<file path="src/rtl/abs_threshold_debounce_pkg.sv">
// Shared types for the per-channel absolute-threshold debounce detector.
package abs_threshold_debounce_pkg;

  localparam int ST_W = 2;

  typedef enum logic [ST_W-1:0] {
    ST_OFF    = 2'd0,
    ST_ARM    = 2'd1,
    ST_ON     = 2'd2,
    ST_DISARM = 2'd3
  } det_state_t;

endpackage

</file>
<file path="src/rtl/abs_threshold_debounce_chan.sv">
// One detector channel: magnitude register (stage 1) feeding a hysteresis/dwell FSM (stage 2).
module abs_threshold_debounce_chan
  import abs_threshold_debounce_pkg::*;
#(
  parameter int IN_WIDTH  = 16,
  parameter int CNT_WIDTH = 8
) (
  input  logic                 clk,
  input  logic                 rst_n,
  input  logic                 in_valid,
  input  logic [IN_WIDTH-1:0]  sample,
  input  logic                 mag_valid,
  input  logic [IN_WIDTH-1:0]  thr_high,
  input  logic [IN_WIDTH-1:0]  thr_low,
  input  logic [CNT_WIDTH-1:0] dwell_on,
  input  logic [CNT_WIDTH-1:0] dwell_off,
  output det_state_t           state,
  output logic                 detect,
  output logic                 rise,
  output logic                 fall
);

  logic [IN_WIDTH-1:0]  mag;
  logic [IN_WIDTH-1:0]  mag_next;
  logic [CNT_WIDTH-1:0] cnt;
  logic                 hit_high;
  logic                 below_low;

  // Two's-complement negate in IN_WIDTH bits: the most negative value maps to 2^(IN_WIDTH-1).
  assign mag_next  = sample[IN_WIDTH-1] ? (~sample + IN_WIDTH'(1)) : sample;
  assign hit_high  = (mag >= thr_high);
  assign below_low = (mag < thr_low);

  // Exit uses >= so a dwell lowered mid-count still exits instead of wrapping.
  always_ff @(posedge clk or negedge rst_n) begin
    if (!rst_n) begin
      mag    <= '0;
      state  <= ST_OFF;
      cnt    <= '0;
      detect <= 1'b0;
      rise   <= 1'b0;
      fall   <= 1'b0;
    end else begin
      if (in_valid) mag <= mag_next;
      rise <= 1'b0;
      fall <= 1'b0;
      if (mag_valid) begin
        unique case (state)
          ST_OFF: begin
            if (hit_high) begin
              if (dwell_on == '0) begin
                state  <= ST_ON;
                detect <= 1'b1;
                rise   <= 1'b1;
              end else begin
                state <= ST_ARM;
                cnt   <= CNT_WIDTH'(1);
              end
            end
          end
          ST_ARM: begin
            if (!hit_high) begin
              state <= ST_OFF;
              cnt   <= '0;
            end else if (cnt >= dwell_on) begin
              state  <= ST_ON;
              cnt    <= '0;
              detect <= 1'b1;
              rise   <= 1'b1;
            end else begin
              cnt <= cnt + CNT_WIDTH'(1);
            end
          end
          ST_ON: begin
            if (below_low) begin
              if (dwell_off == '0) begin
                state  <= ST_OFF;
                detect <= 1'b0;
                fall   <= 1'b1;
              end else begin
                state <= ST_DISARM;
                cnt   <= CNT_WIDTH'(1);
              end
            end
          end
          ST_DISARM: begin
            if (!below_low) begin
              state <= ST_ON;
              cnt   <= '0;
            end else if (cnt >= dwell_off) begin
              state  <= ST_OFF;
              cnt    <= '0;
              detect <= 1'b0;
              fall   <= 1'b1;
            end else begin
              cnt <= cnt + CNT_WIDTH'(1);
            end
          end
          default: begin
            state <= ST_OFF;
            cnt   <= '0;
          end
        endcase
      end
    end
  end

endmodule

</file>
<file path="src/rtl/abs_threshold_debounce.sv">
// Multi-channel absolute-value threshold detector with hysteresis and dwell debounce, latency 2.
// Handshake: in_valid qualifies in_data for one cycle (no backpressure); out_valid is in_valid delayed 2.
module abs_threshold_debounce
  import abs_threshold_debounce_pkg::*;
#(
  parameter int IN_WIDTH  = 16,
  parameter int CHANNELS  = 4,
  parameter int CNT_WIDTH = 8
) (
  input  logic                         clk,
  input  logic                         rst_n,
  input  logic                         in_valid,
  input  logic [CHANNELS*IN_WIDTH-1:0] in_data,
  input  logic [IN_WIDTH-1:0]          thr_high,
  input  logic [IN_WIDTH-1:0]          thr_low,
  input  logic [CNT_WIDTH-1:0]         dwell_on,
  input  logic [CNT_WIDTH-1:0]         dwell_off,
  output logic                         out_valid,
  output logic [CHANNELS-1:0]          detect,
  output logic [CHANNELS-1:0]          rise,
  output logic [CHANNELS-1:0]          fall,
  output logic [CHANNELS*ST_W-1:0]     dbg_state
);

  logic s1_valid;

  always_ff @(posedge clk or negedge rst_n) begin
    if (!rst_n) begin
      s1_valid  <= 1'b0;
      out_valid <= 1'b0;
    end else begin
      s1_valid  <= in_valid;
      out_valid <= s1_valid;
    end
  end

  for (genvar k = 0; k < CHANNELS; k++) begin : g_chan
    det_state_t st;

    abs_threshold_debounce_chan #(
      .IN_WIDTH (IN_WIDTH),
      .CNT_WIDTH(CNT_WIDTH)
    ) u_chan (
      .clk      (clk),
      .rst_n    (rst_n),
      .in_valid (in_valid),
      .sample   (in_data[k*IN_WIDTH +: IN_WIDTH]),
      .mag_valid(s1_valid),
      .thr_high (thr_high),
      .thr_low  (thr_low),
      .dwell_on (dwell_on),
      .dwell_off(dwell_off),
      .state    (st),
      .detect   (detect[k]),
      .rise     (rise[k]),
      .fall     (fall[k])
    );

    assign dbg_state[k*ST_W +: ST_W] = st;
  end

endmodule

</file>
<file path="config.mk">
export PLATFORM = sky130hd
export DESIGN_NAME = abs_threshold_debounce
export DESIGN_NICKNAME = d
export VERILOG_FILES = /design/src/rtl/abs_threshold_debounce_pkg.sv /design/src/rtl/abs_threshold_debounce_chan.sv /design/src/rtl/abs_threshold_debounce.sv
export SDC_FILE = /design/constraint.sdc
export NUM_CORES = 1
export LEC_CHECK = 0
export BUFFER_PORTS_ARGS = -buffer_cell sky130_fd_sc_hd__clkbuf_2
export CORE_MARGIN = 4
export CORE_UTILIZATION = 64
export DETAILED_ROUTE_END_ITERATION = 7
export PLACE_DENSITY = 0.95
export SYNTH_ARGS = -nofsm -noshare
export SYNTH_HDL_FRONTEND = slang
export SYNTH_SLANG_ARGS = --single-unit
export TNS_END_PERCENT = 100
</file>
<file path="constraint.sdc">
create_clock -name clk -period 5.8 [get_ports clk]
set_input_delay 0.29 -clock clk [delete_from_list [all_inputs] [get_ports clk]]
set_output_delay 0.29 -clock clk [all_outputs]
set_load 0.01 [all_outputs]
</file>
# == Word-level counts from Yosys, hierarchy flattened ==
# Index checks and enable logic that the tools add are counted.
# Widths: inputs -> output; s select.
# classes
add_sub_neg,8
mul,0
div,0
order_cmp,16
n_eq_ne,60
n_shift,0
mux,136
bitwise,4
reduce_logical,18
# op_table
cell,count
$mux 8,26
$pmux 8 s4,4
$add 16x1->16 const B,4
$ge 16x16->1,4
$ge 8x8->1,8
$lt 16x16->1,4
$mux 16,4
$not 16->16,4
$mux 1,60
$ne 2x1->1 const B,28
$mux 2,26
$reduce_and 5->1,8
$reduce_and 9->1,4
$add 8x1->8 const B,4
$pmux 2 s4,4
$ne 2x2->1 const B,12
$ne 3x3->1 const B,8
$eq 2x2->1 const B,8
$logic_not 8->1,2
$pmux 1 s2,8
$pmux 1 s4,4
$eq 2x1->1 const B,4
$logic_not 2->1,4
# word_totals
reg_bits,118
latch_bits,0
mem_bits_rw,0
romBits,0
word_cells,268
memories,0

# == Depth between registers and ports, before layout ==
# Gate-level depths: netlist of run 1.
# depth
depth_word,5
ltp_mapped,10
mapped_depth_nobuf,9

# == Hierarchy ==
# From an unflattened synthesis of run 1, not the netlist that was laid out.
# hier_totals
cells_unflattened,1361
hier_area_um2,11503.5
# by_module_without_submodules
mod,n_inst,cells_each,area_per_inst_um2,seq_area_each_um2
abs_threshold_debounce_chan (g_chan[0].u_chan ...),2,346,2880.3,725.7
abs_threshold_debounce_chan (g_chan[3].u_chan),1,328,2871.5,725.7
abs_threshold_debounce_chan (g_chan[1].u_chan),1,339,2821.5,725.7
abs_threshold_debounce,1,2,50.0,50.0

# == Least setup slack after synthesis of run 1 ==
# No wires, ideal clock.
# synth_timing
path_kind,register -> register
startpoint,reg g_chan[0].u_chan.mag[13]
endpoint,reg g_chan[0].u_chan.cnt[3]
setup_time_ns,0.121
arrival_time_ns,2.510
t_required_ns,5.679
slack_ns,3.169
path_stages_with_launch,9
path_buffers,0
synth_period_minus_slack_ns,2.631
cell_sequence,dfrtp_1 -> ha_1 -> nand4_1 -> or3_1 -> or4_4 -> a311oi_2 -> o31a_4 -> o21ai_0 -> a22o_1
# synth_between
elab_chain_len,3
# synth_lines
element,line,source
"start, declared",abs_threshold_debounce_chan.sv:23,logic [IN_WIDTH-1:0] mag;
"start signal, assigned",abs_threshold_debounce_chan.sv:44,if (in_valid) mag <= mag_next;
$lt 16x16->1 / $ge 16x16->1 (equally long branches),"abs_threshold_debounce_chan.sv:32, abs_threshold_debounce_chan.sv:31",
"$mux 8, or another cell as far along",abs_threshold_debounce_chan.sv:87,if (!below_low) begin
$pmux 8 s4 / $reduce_and 5->1 (equally long branches),-,
"end signal, assigned",abs_threshold_debounce_chan.sv:71,cnt <= cnt + CNT_WIDTH'(1);
"end signal, assigned",abs_threshold_debounce_chan.sv:96,cnt <= cnt + CNT_WIDTH'(1);
"end, declared",abs_threshold_debounce_chan.sv:25,logic [CNT_WIDTH-1:0] cnt;
# Parallel ways exist; a longest one is shown, timed or not.
# A chain may end at the register's enable or synchronous reset.

# == Worst setup path after layout of run 1 ==
# layout_timing
startpoint,reg g_chan[1].u_chan.mag[9]
endpoint,reg g_chan[1].u_chan.cnt[1]
# layout_between
elab_chain_len,3
# layout_lines
element,line
"start, declared",abs_threshold_debounce_chan.sv:23
"start signal, assigned",abs_threshold_debounce_chan.sv:44
$lt 16x16->1 / $ge 16x16->1 (equally long branches),"abs_threshold_debounce_chan.sv:32, abs_threshold_debounce_chan.sv:31"
"$mux 8, or another cell as far along",abs_threshold_debounce_chan.sv:87
$pmux 8 s4 / $reduce_and 5->1 (equally long branches),-
"end signal, assigned",abs_threshold_debounce_chan.sv:71
"end signal, assigned",abs_threshold_debounce_chan.sv:96
"end, declared",abs_threshold_debounce_chan.sv:25
# Parallel ways exist; a longest one is shown, timed or not.

==> impl_metrics.ini, run 1 <==
[outcome]
status = completed

[layout]
stdcell_area_um2 = 11900
diodes = 0
fillers = 1101
fin_util_pct = 74.6
fin_cells = 1530
drive_gt1_share_pct = 14.8
fin_nets = 1612
syn2layout_area_growth_pct = 13.8

[synth]
seq_area_frac_synth_pct = 28.1
yosysTopAreaCell = dfrtp_1
synth_seq_cells = 118
synthArstFlopShare_pct = 100
synth_nets = 1496
syn_area_per_cell_um2 = 8.86
yosys-top-cells-area = dfrtp_1 28%, ha_1 23%, a21oi_1 4.9%
synth_edf_count = 0
ys_warn_count = 0
yosys_most_used_dff = dfrtp_1
postSynthCellCount = 1185
syn_area_um2 = 10500
synth.distinct_cells = 64
yosysTopAreaCellShare_pct = 28.1

[place]
hpwlAfterDp_mm = 22.6
place.gp.congestion = 0.951
portBuffers = 135
place_inst = 1497
place_area_um2 = 11300

[sta]
finalCritPeriodShare_pct = 56.2
slew_headroom_pct = 24.9
hold_viol = 0
fmax_mhz = 307
finClkSkew_ns = 0.00818
post-route-min-period_ns = 3.26
setup_viol = 0
fin_tns_setup_ns = 0
worst_slew_pin_slew_ns = 1.12
slew_viol_final = 0
rsz0062_at_grt = false

[cts]
cts_sinks = 118
h-tree-depth = 4
insertion_delay_ns = 0.42
ctsRootBufferMaster = clkbuf_16
clockBufferDepth = 2
cts_tree = done
cts_buffers = 17
path_clk_slew_ns = 0.06

[job]
maxCapViolCount = 0

[global_route]
grt_pass1_wl_mm = 50.1
grt_pass1_vias = 10354
grt_usage_pct = 34.1
grt_max_degree = 63
grt_remaining_overflow = 0
antenna_found_initial = 0

[routing]
detail-route-antenna-nets = 0
wl_mm = 30.9
first_pass_iters = 6
num_vias = 10081
drt-wirelength-per-cell_um = 20.2
vias_per_cell = 6.59
drc = 0
drt-initial-drc-count = 1017

[floorplan]
num_io_pins = 136
die-area_um2 = 18500
die_w_um = 136
die_y_um = 136
coreArea_um2 = 16000
initial_core_util_pct = 65.6
rows = 46

[critical_path]
cp_max_fo = 9
required_ns = 6.05
critPathKind = reg2reg
start_kind = flip-flop
critPathCaptureType = flip-flop
worstPathArrival_ns = 3.51

[power_and_ir_drop]
vdd_drop_max_uv = 229
power_uw = 3410
leakage_uw = 0.00612
powerDensity_nw_per_um2 = 286

[worst_hold_path]
min_path_type = in2reg
Yosys cell counts (16+ instances only):
cell type,n
nand2b_1,23
dfrtp_1,118
nand2_1,77
clkbuf_1,25
nand3_1,35
o31ai_1,18
inv_1,85
ha_1,196
nand4_1,18
or3_1,16
o21ai_0,55
a21o_1,33
nor2_1,88
a21oi_1,102
nor3_1,17
and3_1,19
xor2_1,42
critical path: stages, from the launching register on:
cell	delay, ns
dfrtp_1	0.42
ha_1	0.34
a21oi_1	0.23
o21ai_0	0.16
a221oi_1	0.63
a211oi_1	0.21
a311oi_1	0.90
o21ai_0	0.21
cell usage in the layout (no fill, tap or decap), drive strengths merged, types with 6 or more instances in the layout:
master,n
o31ai,18
buf,6
mux2i,8
a21oi,102
a21boi,7
nand3,35
ha,196
nor2,88
o21ai,57
a211oi,16
nand2b,23
nor2b,10
clkbuf,151
mux2,15
or3,16
xnor2,10
a31oi,9
o41ai,11
o21a,14
and3,19
a22o,6
inv,87
nor3,17
dfrtp,118
nand4,18
nor4,6
nand2,77
nand4b,7
xor2,42
or4,12
a2111oi,8
a21o,33
metrics by stage:
stage,hold WS (ns),setup WS (ns)
finish,0.126,2.54
global placement,0.412,2.81
detailed placement,0.420,2.65
global route,0.168,2.18
CTS,0.127,2.66
floorplan,-0.00559,3.17
logic make-up (layout without fill, tap and decap cells):
group,Yosys count,in the layout,synth area share (%)
AO/OA/AOI/OAI,324,324,20.2
XOR/XNOR,52,52,4.34
adder cells (fa/ha/maj),196,196,23.4
buffers and inverters,128,257,5.02
flip-flops,118,118,28.1
multiplexers,23,23,2.37
AND/OR/NAND/NOR,344,344,16.5
layout make-up:
cell class	count	area [um^2]	share of cell area, %
clock buffers	18	439	3.68
inverters	85	319	2.67
multi-input cells	939	7010	58.7
well taps	216	270	2.26
clock inverters	14	224	1.88
repair buffers	140	721	6.04
flip-flops and latches	118	2950	24.7
registers in the layout (all words and copies together), names as in the netlist:
signal                flops
s1_valid                  1
out_valid                 1
g_chan.u_chan.rise        4
g_chan.u_chan.detect      4
g_chan.u_chan.mag        64
g_chan.u_chan.cnt        32
g_chan.u_chan.state       8
g_chan.u_chan.fall        4
path summary, 6_finish.rpt:
path                                         start                       end  slack, ns  cells after the start
min                                    in_data[48]   g_chan[3].u_chan.mag[0]       0.13                      3
min in group asynchronous                    rst_n   g_chan[1].u_chan.cnt[3]       0.51                      2
max reg2reg                g_chan[1].u_chan.mag[9]   g_chan[1].u_chan.cnt[1]       2.54                      7
max                        g_chan[1].u_chan.mag[9]   g_chan[1].u_chan.cnt[1]       2.54                      7
max in group asynchronous                    rst_n  g_chan[2].u_chan.mag[15]       4.02                      3
min reg2reg                g_chan[3].u_chan.detect   g_chan[3].u_chan.detect       0.54                      2
metal layers:
| layer | global-route usage, % | wire length (um) |
|---|---|---|
| met1 | 39.0 | 11200 |
| met3 | 9.18 | 2980 |
| met4 | 20.4 | 1890 |
| met5 | 0 | 0 |
| met2 | 56.9 | 14800 |
power breakdown:
part	total [uW]	internal, uW	switching [uW]	leakage (uW)
clock network	1190	778	414	0.000309
logic	1080	452	632	0.00435
registers	1130	940	193	0.00146
repair_timing:
| action | CTS | global route |
|---|---|---|
| endpoints found under the hold margin | 60 | 0 |
| hold buffers | 1 | 0 |
| resized for setup | 0 | 0 |
| buffers inserted | 0 | 0 |
No activity file was read; power rests on OpenSTA's default activity.
==> run 2: changes to the inputs <==
--- a/config.mk
+++ b/config.mk
@@ -7,9 +7,9 @@
 export LEC_CHECK = 0
 export BUFFER_PORTS_ARGS = -buffer_cell sky130_fd_sc_hd__clkbuf_2
 export CORE_MARGIN = 4
-export CORE_UTILIZATION = 64
+export CORE_UTILIZATION = 54
 export DETAILED_ROUTE_END_ITERATION = 7
-export PLACE_DENSITY = 0.95
+export PLACE_DENSITY = 0.87
 export SYNTH_ARGS = -nofsm -noshare
 export SYNTH_HDL_FRONTEND = slang
 export SYNTH_SLANG_ARGS = --single-unit
==> constraint.sdc (replaced) <==
create_clock -name clk -period 2.76 [get_ports clk]
set_input_delay 0.138 -clock clk [delete_from_list [all_inputs] [get_ports clk]]
set_output_delay 0.138 -clock clk [all_outputs]
set_load 0.01 [all_outputs]
==> run 2 against run 1 <==
Compared with the run above: setup slack worse by 2.5 ns; register-to-register slack worse by 2.5 ns; highest routed layer unchanged; non-clock buffer count is 52 higher; cell area is 4.1% higher.
==> impl_metrics.ini, run 2 (synthesized netlist as in run 1, its figures left out) <==
[critical_path]
critPathKind = reg2reg
crit_chain = ha_4 > nand4_1 > or3_4 > or4_4 > a311oi_4 > o31a_4 > o21ai_1 > a22o_1
critPathCaptureType = flip-flop
slowest_delay_ns = 0.51
worstPathArrival_ns = 3.03
reg2reg_from = g_chan[0].u_chan.mag[14]
r2r_slack_ns = 0.04
start_kind = flip-flop
worst-r2r-cell-count = 8
required_ns = 3.07
worstReg2RegEnd = g_chan[0].u_chan.cnt[2]
slowest_stage = or4_4
cp_max_fo = 5

[layout]
largest_reg_flops = 64
layout_commonest_cell = ha_1
fin_nets = 1665
most-common-layout-cells = 195 x ha_1, 133 x clkbuf_2, 118 x dfrtp_1
fin_cells = 1626
largest-register = g_chan.u_chan.mag
drive_gt1_share_pct = 18.2
diodes = 0
top_regs = g_chan.u_chan.mag (64), g_chan.u_chan.cnt (32), g_chan.u_chan.state (8)
syn2layout_area_growth_pct = 18.4

[routing]
drt-initial-drc-count = 844
num_vias = 10043
wl_mm = 30.7
drc = 0
first_pass_iters = 8
detail-route-antenna-nets = 0
vias_per_cell = 6.18
drt-wirelength-per-cell_um = 18.9

[sta]
post-route-min-period_ns = 2.72
slew_headroom_pct = 37.6
fmax_mhz = 368
worst_slew_pin_slew_ns = 0.937
rsz0062_at_grt = true
finClkSkew_ns = 0.00540
slew_viol_final = 0
setup_viol = 0
finalCritPeriodShare_pct = 98.5
hold_viol = 0

[cts]
path_clk_slew_ns = 0.06
insertion_delay_ns = 0.42
cts_tree = done
clockBufferDepth = 2
cts_sinks = 118
ctsRootBufferMaster = clkbuf_16
cts_buffers = 17
h-tree-depth = 4

[worst_hold_path]
min-delay-start = in_data[62]
hold_path_end = g_chan[3].u_chan.mag[15]
hold_path_depth = 3
min_path_type = in2reg

[power_and_ir_drop]
leakage_uw = 0.00638
vdd_drop_max_uv = 404
powerDensity_nw_per_um2 = 577
power_uw = 7160

[global_route]
grt_pass1_vias = 9974
grt_remaining_overflow = 0
grt_usage_pct = 27.7
grt_pass1_wl_mm = 48.8
grt_max_degree = 76
antenna_found_initial = 0

[floorplan]
die_y_um = 147
rows = 50
die_w_um = 147
coreArea_um2 = 18900
initial_core_util_pct = 55.5
die-area_um2 = 21700
num_io_pins = 136

[place]
portBuffers = 135
hpwlAfterDp_mm = 23.6
place.gp.congestion = 0.954
place_inst = 1587

[job]
maxCapViolCount = 0

[outcome]
status = completed
run 2: worst max path at each step:
stage,startpoint,endpoint,slack [ns],depth (start not counted)
6_report,g_chan[0].u_chan.mag[14],g_chan[0].u_chan.cnt[2],0.04,8
3_5_place_dp,g_chan[0].u_chan.mag[13],g_chan[0].u_chan.cnt[4],-0.03,8
2_1_floorplan,g_chan[0].u_chan.mag[13],g_chan[0].u_chan.cnt[3],0.13,8
4_1_cts,g_chan[0].u_chan.mag[13],g_chan[0].u_chan.cnt[4],0.04,8
5_1_grt,g_chan[0].u_chan.mag[14],g_chan[0].u_chan.cnt[3],-0.04,8
3_3_place_gp,g_chan[0].u_chan.mag[13],g_chan[0].u_chan.cnt[4],0.02,8
run 2: metrics by stage:
stage	instance area (um^2)	setup slack [ns]	util (%)	setup TNS (ns)	hold WS, ns
after global routing	12400	-0.0428	65.8	-0.206	0.0462
after global placement	11700	0.0166	61.8	0	0.325
after floorplan	10500	0.129	-	0	-0.158
after detailed placement	11700	-0.0263	61.8	-0.0940	0.336
final	12400	0.0408	65.8	0	0.0198
after CTS	12400	0.0380	65.4	0	0.00785
run 2: worst max-delay path: cells and delay by family, from the launching register on:
family	cells	cell delay, ns
AO/OA/AOI/OAI	4	0.88
AND/OR/NAND/NOR	3	1.04
flip-flops	1	0.41
adder cells (fa/ha/maj)	1	0.28
run 2: per-layer routing:
layer  up-vias  track usage (%)  wire (um)
met5         -                0          0
met4         0             12.3       1220
met3       112             6.35       2580
met2       506             47.0      14700
met1      4732             33.8      12200
li1       4693                -          -
run 2: where the power goes:
part	internal, uW	switching (uW)	total (uW)
logic	1120	1410	2530
clock network	1510	801	2310
registers	1980	350	2330
total	4600	2560	7160
run 2: repair_timing:
action | CTS | global route
setup endpoints to repair | 5 | 19
hold buffers | 4 | 0
endpoints found under the hold margin | 69 | 0
gates cloned | 1 | 0
setup buffers | 0 | 3
resized for setup | 1 | 12
pin swaps | 2 | 16
run 2: cell type report:
cell class                      count  area (um^2)
Multi-Input combinational cell    940         7090
Clock inverter                      8          121
Clock buffer                       23          488
Sequential cell                   118         2950
Tap cell                          260          325
Inverter                           85          319
Fill cell                        1480         6470
Timing Repair Buffer              192         1130
==> run 3: changes to the inputs <==
--- a/config.mk
+++ b/config.mk
@@ -8,6 +8,7 @@
 export BUFFER_PORTS_ARGS = -buffer_cell sky130_fd_sc_hd__clkbuf_2
 export CORE_MARGIN = 4
 export CORE_UTILIZATION = 54
+export CTS_BUF_LIST = sky130_fd_sc_hd__clkbuf_16
 export DETAILED_ROUTE_END_ITERATION = 7
 export PLACE_DENSITY = 0.87
 export SYNTH_ARGS = -nofsm -noshare
==> run 3 against run 2 <==
Compared with the run above: routed wire length is 0.54% higher; non-clock buffer count is 1 lower; register-to-register slack hardly changed; first-iteration DRC count is 13% lower; critical endpoint unchanged; largest cell class unchanged.
==> impl_metrics.ini, run 3 (synthesized netlist as in run 1, its figures left out) <==
[power_and_ir_drop]
switchingPower_uw = 2570
p_sw_share_pct = 36.4
power_frac_seq_pct = 33.0
leakage_uw = 0.00636
power.internal_uw = 4480
powerDensity_nw_per_um2 = 570
vdd_drop_max_uv = 406
p_clk_share_pct = 31.1
pwr-share-comb_pct = 35.9

[routing]
wl_met1_mm = 12.1
drt-initial-drc-count = 732
drt-wirelength-per-cell_um = 19.0
vias_per_cell = 6.19
num_vias = 10059
drc = 0
wl_mm = 30.9
detail-route-antenna-nets = 0
wl_met2_mm = 14.6
first_pass_iters = 7
met3_length_mm = 2.89
top_layer_used = met4

[layout]
layout_commonest_cell = ha_1
syn2layout_area_growth_pct = 17.9
ff_latch_area_um2 = 2950
fin_nets = 1664
largest-register = g_chan.u_chan.mag
top_regs = g_chan.u_chan.mag (64), g_chan.u_chan.cnt (32), g_chan.u_chan.state (8)
fin_util_pct = 65.5
drive_gt1_share_pct = 17.9
multi_input_area_um2 = 7090
largest_reg_flops = 64
diodes = 0
most-common-layout-cells = 195 x ha_1, 133 x clkbuf_2, 118 x dfrtp_1
fillers = 1484

[critical_path]
worstPathArrival_ns = 3.03
cp_max_fo = 5
critPathKind = reg2reg
required_ns = 3.07
critPathCaptureType = flip-flop
start_kind = flip-flop

[sta]
rsz0062_at_grt = true
worst_slew_pin_slew_ns = 0.959
hold_viol = 0
slew_headroom_pct = 36.1
fin_tns_setup_ns = 0
slew_viol_final = 0
fmax_mhz = 368
finalCritPeriodShare_pct = 98.3
setup_viol = 0
post-route-min-period_ns = 2.71
finClkSkew_ns = 0.00597

[global_route]
grt_usage_pct = 27.9
grt_pass1_vias = 10031
grt_remaining_overflow = 0
antenna_found_initial = 0
grt_pass1_wl_mm = 49.0
grt_max_degree = 76

[floorplan]
coreArea_um2 = 18900
num_io_pins = 136
die_w_um = 147
initial_core_util_pct = 55.5
die_y_um = 147
die-area_um2 = 21700
rows = 50

[cts]
clockBufferDepth = 2
cts_buffers = 17
path_clk_slew_ns = 0.06
insertion_delay_ns = 0.42
h-tree-depth = 4
cts_tree = done
cts_sinks = 118
ctsRootBufferMaster = clkbuf_16

[job]
maxCapViolCount = 0

[place]
portBuffers = 135
hpwlAfterDp_mm = 23.6
place.gp.congestion = 0.954

[worst_hold_path]
min_path_type = in2reg

[outcome]
status = completed
run 3: cell types whose count changed in the layout (fill, tap and decap cells not counted), sizes merged:
cell and delta:
dlygate4sd3 -1, clkinv +4, clkbuf -6, inv +2
run 3: final timing paths:
kind | start | to | slack (ns) | cells after the start
worst max-delay path | g_chan[0].u_chan.mag[14] | g_chan[0].u_chan.cnt[2] | 0.05 | 8
worst min-delay path | in_data[48] | g_chan[3].u_chan.mag[0] | 0.001 | 3
worst max register to register | g_chan[0].u_chan.mag[14] | g_chan[0].u_chan.cnt[2] | 0.05 | 8
worst min register to register | g_chan[3].u_chan.detect | g_chan[3].u_chan.detect | 0.55 | 2
max in group asynchronous | rst_n | g_chan[2].u_chan.mag[10] | 1.51 | 3
min in group asynchronous | rst_n | g_chan[1].u_chan.cnt[5] | 0.38 | 2
run 3: repair_timing:
item                       in CTS  in global routing
setup buffers                   0                  3
gates cloned                    1                  0
setup endpoints to repair       5                 19
hold endpoints to repair       68                  0
gates resized for setup         1                 12
pin swaps                       2                 16
hold buffers                    3                  0
run 3: cell type report:
class | count | area share [%]
multi-input combinational | 940 | 57.3
sequential | 118 | 23.9
timing repair buffer | 191 | 9.06
clock buffer | 17 | 3.44
tap | 260 | 2.63
inverter | 85 | 2.58
clock inverter | 14 | 1.16
run 3: worst max-delay path: stages (launching register included):
cell and delay [ns]:
dfrtp_1 0.41, ha_4 0.28, nand4_1 0.14, or3_4 0.39, or4_4 0.51, a311oi_4 0.37, o31a_4 0.22, o21ai_1 0.07
a22o_1 0.22
run 3: stage by stage:
stage | instance area, um^2 | total power, uW | worst slack (ns) | std cells | hold slack, ns
floorplan | 10500 | 3840 | 0.129 | 1185 | -0.158
global placement | 11700 | 4580 | 0.0166 | 1587 | 0.325
detailed placement | 11700 | 4720 | -0.0263 | 1587 | 0.336
CTS | 12300 | 6950 | 0.0380 | 1622 | 0.00149
global route | 12400 | 7460 | -0.0427 | 1625 | 0.0406
finish | 12400 | 7050 | 0.0458 | 1625 | 0.00126
run 3: power by group through the flow:
stage	clock network, uW	logic [uW]	registers [uW]
floorplan	0	1630	2210
global placement	0	2260	2320
detailed placement	0	2390	2340
CTS	2200	2440	2310
global route	2290	2810	2360
finish	2190	2530	2330
run 3: layer usage:
metal  global-route usage (%)  up-vias
li1                         -     4706
met1                     33.6     4699
met2                     47.0      534
met3                     7.33      120
met4                     12.6        0
met5                        0        -
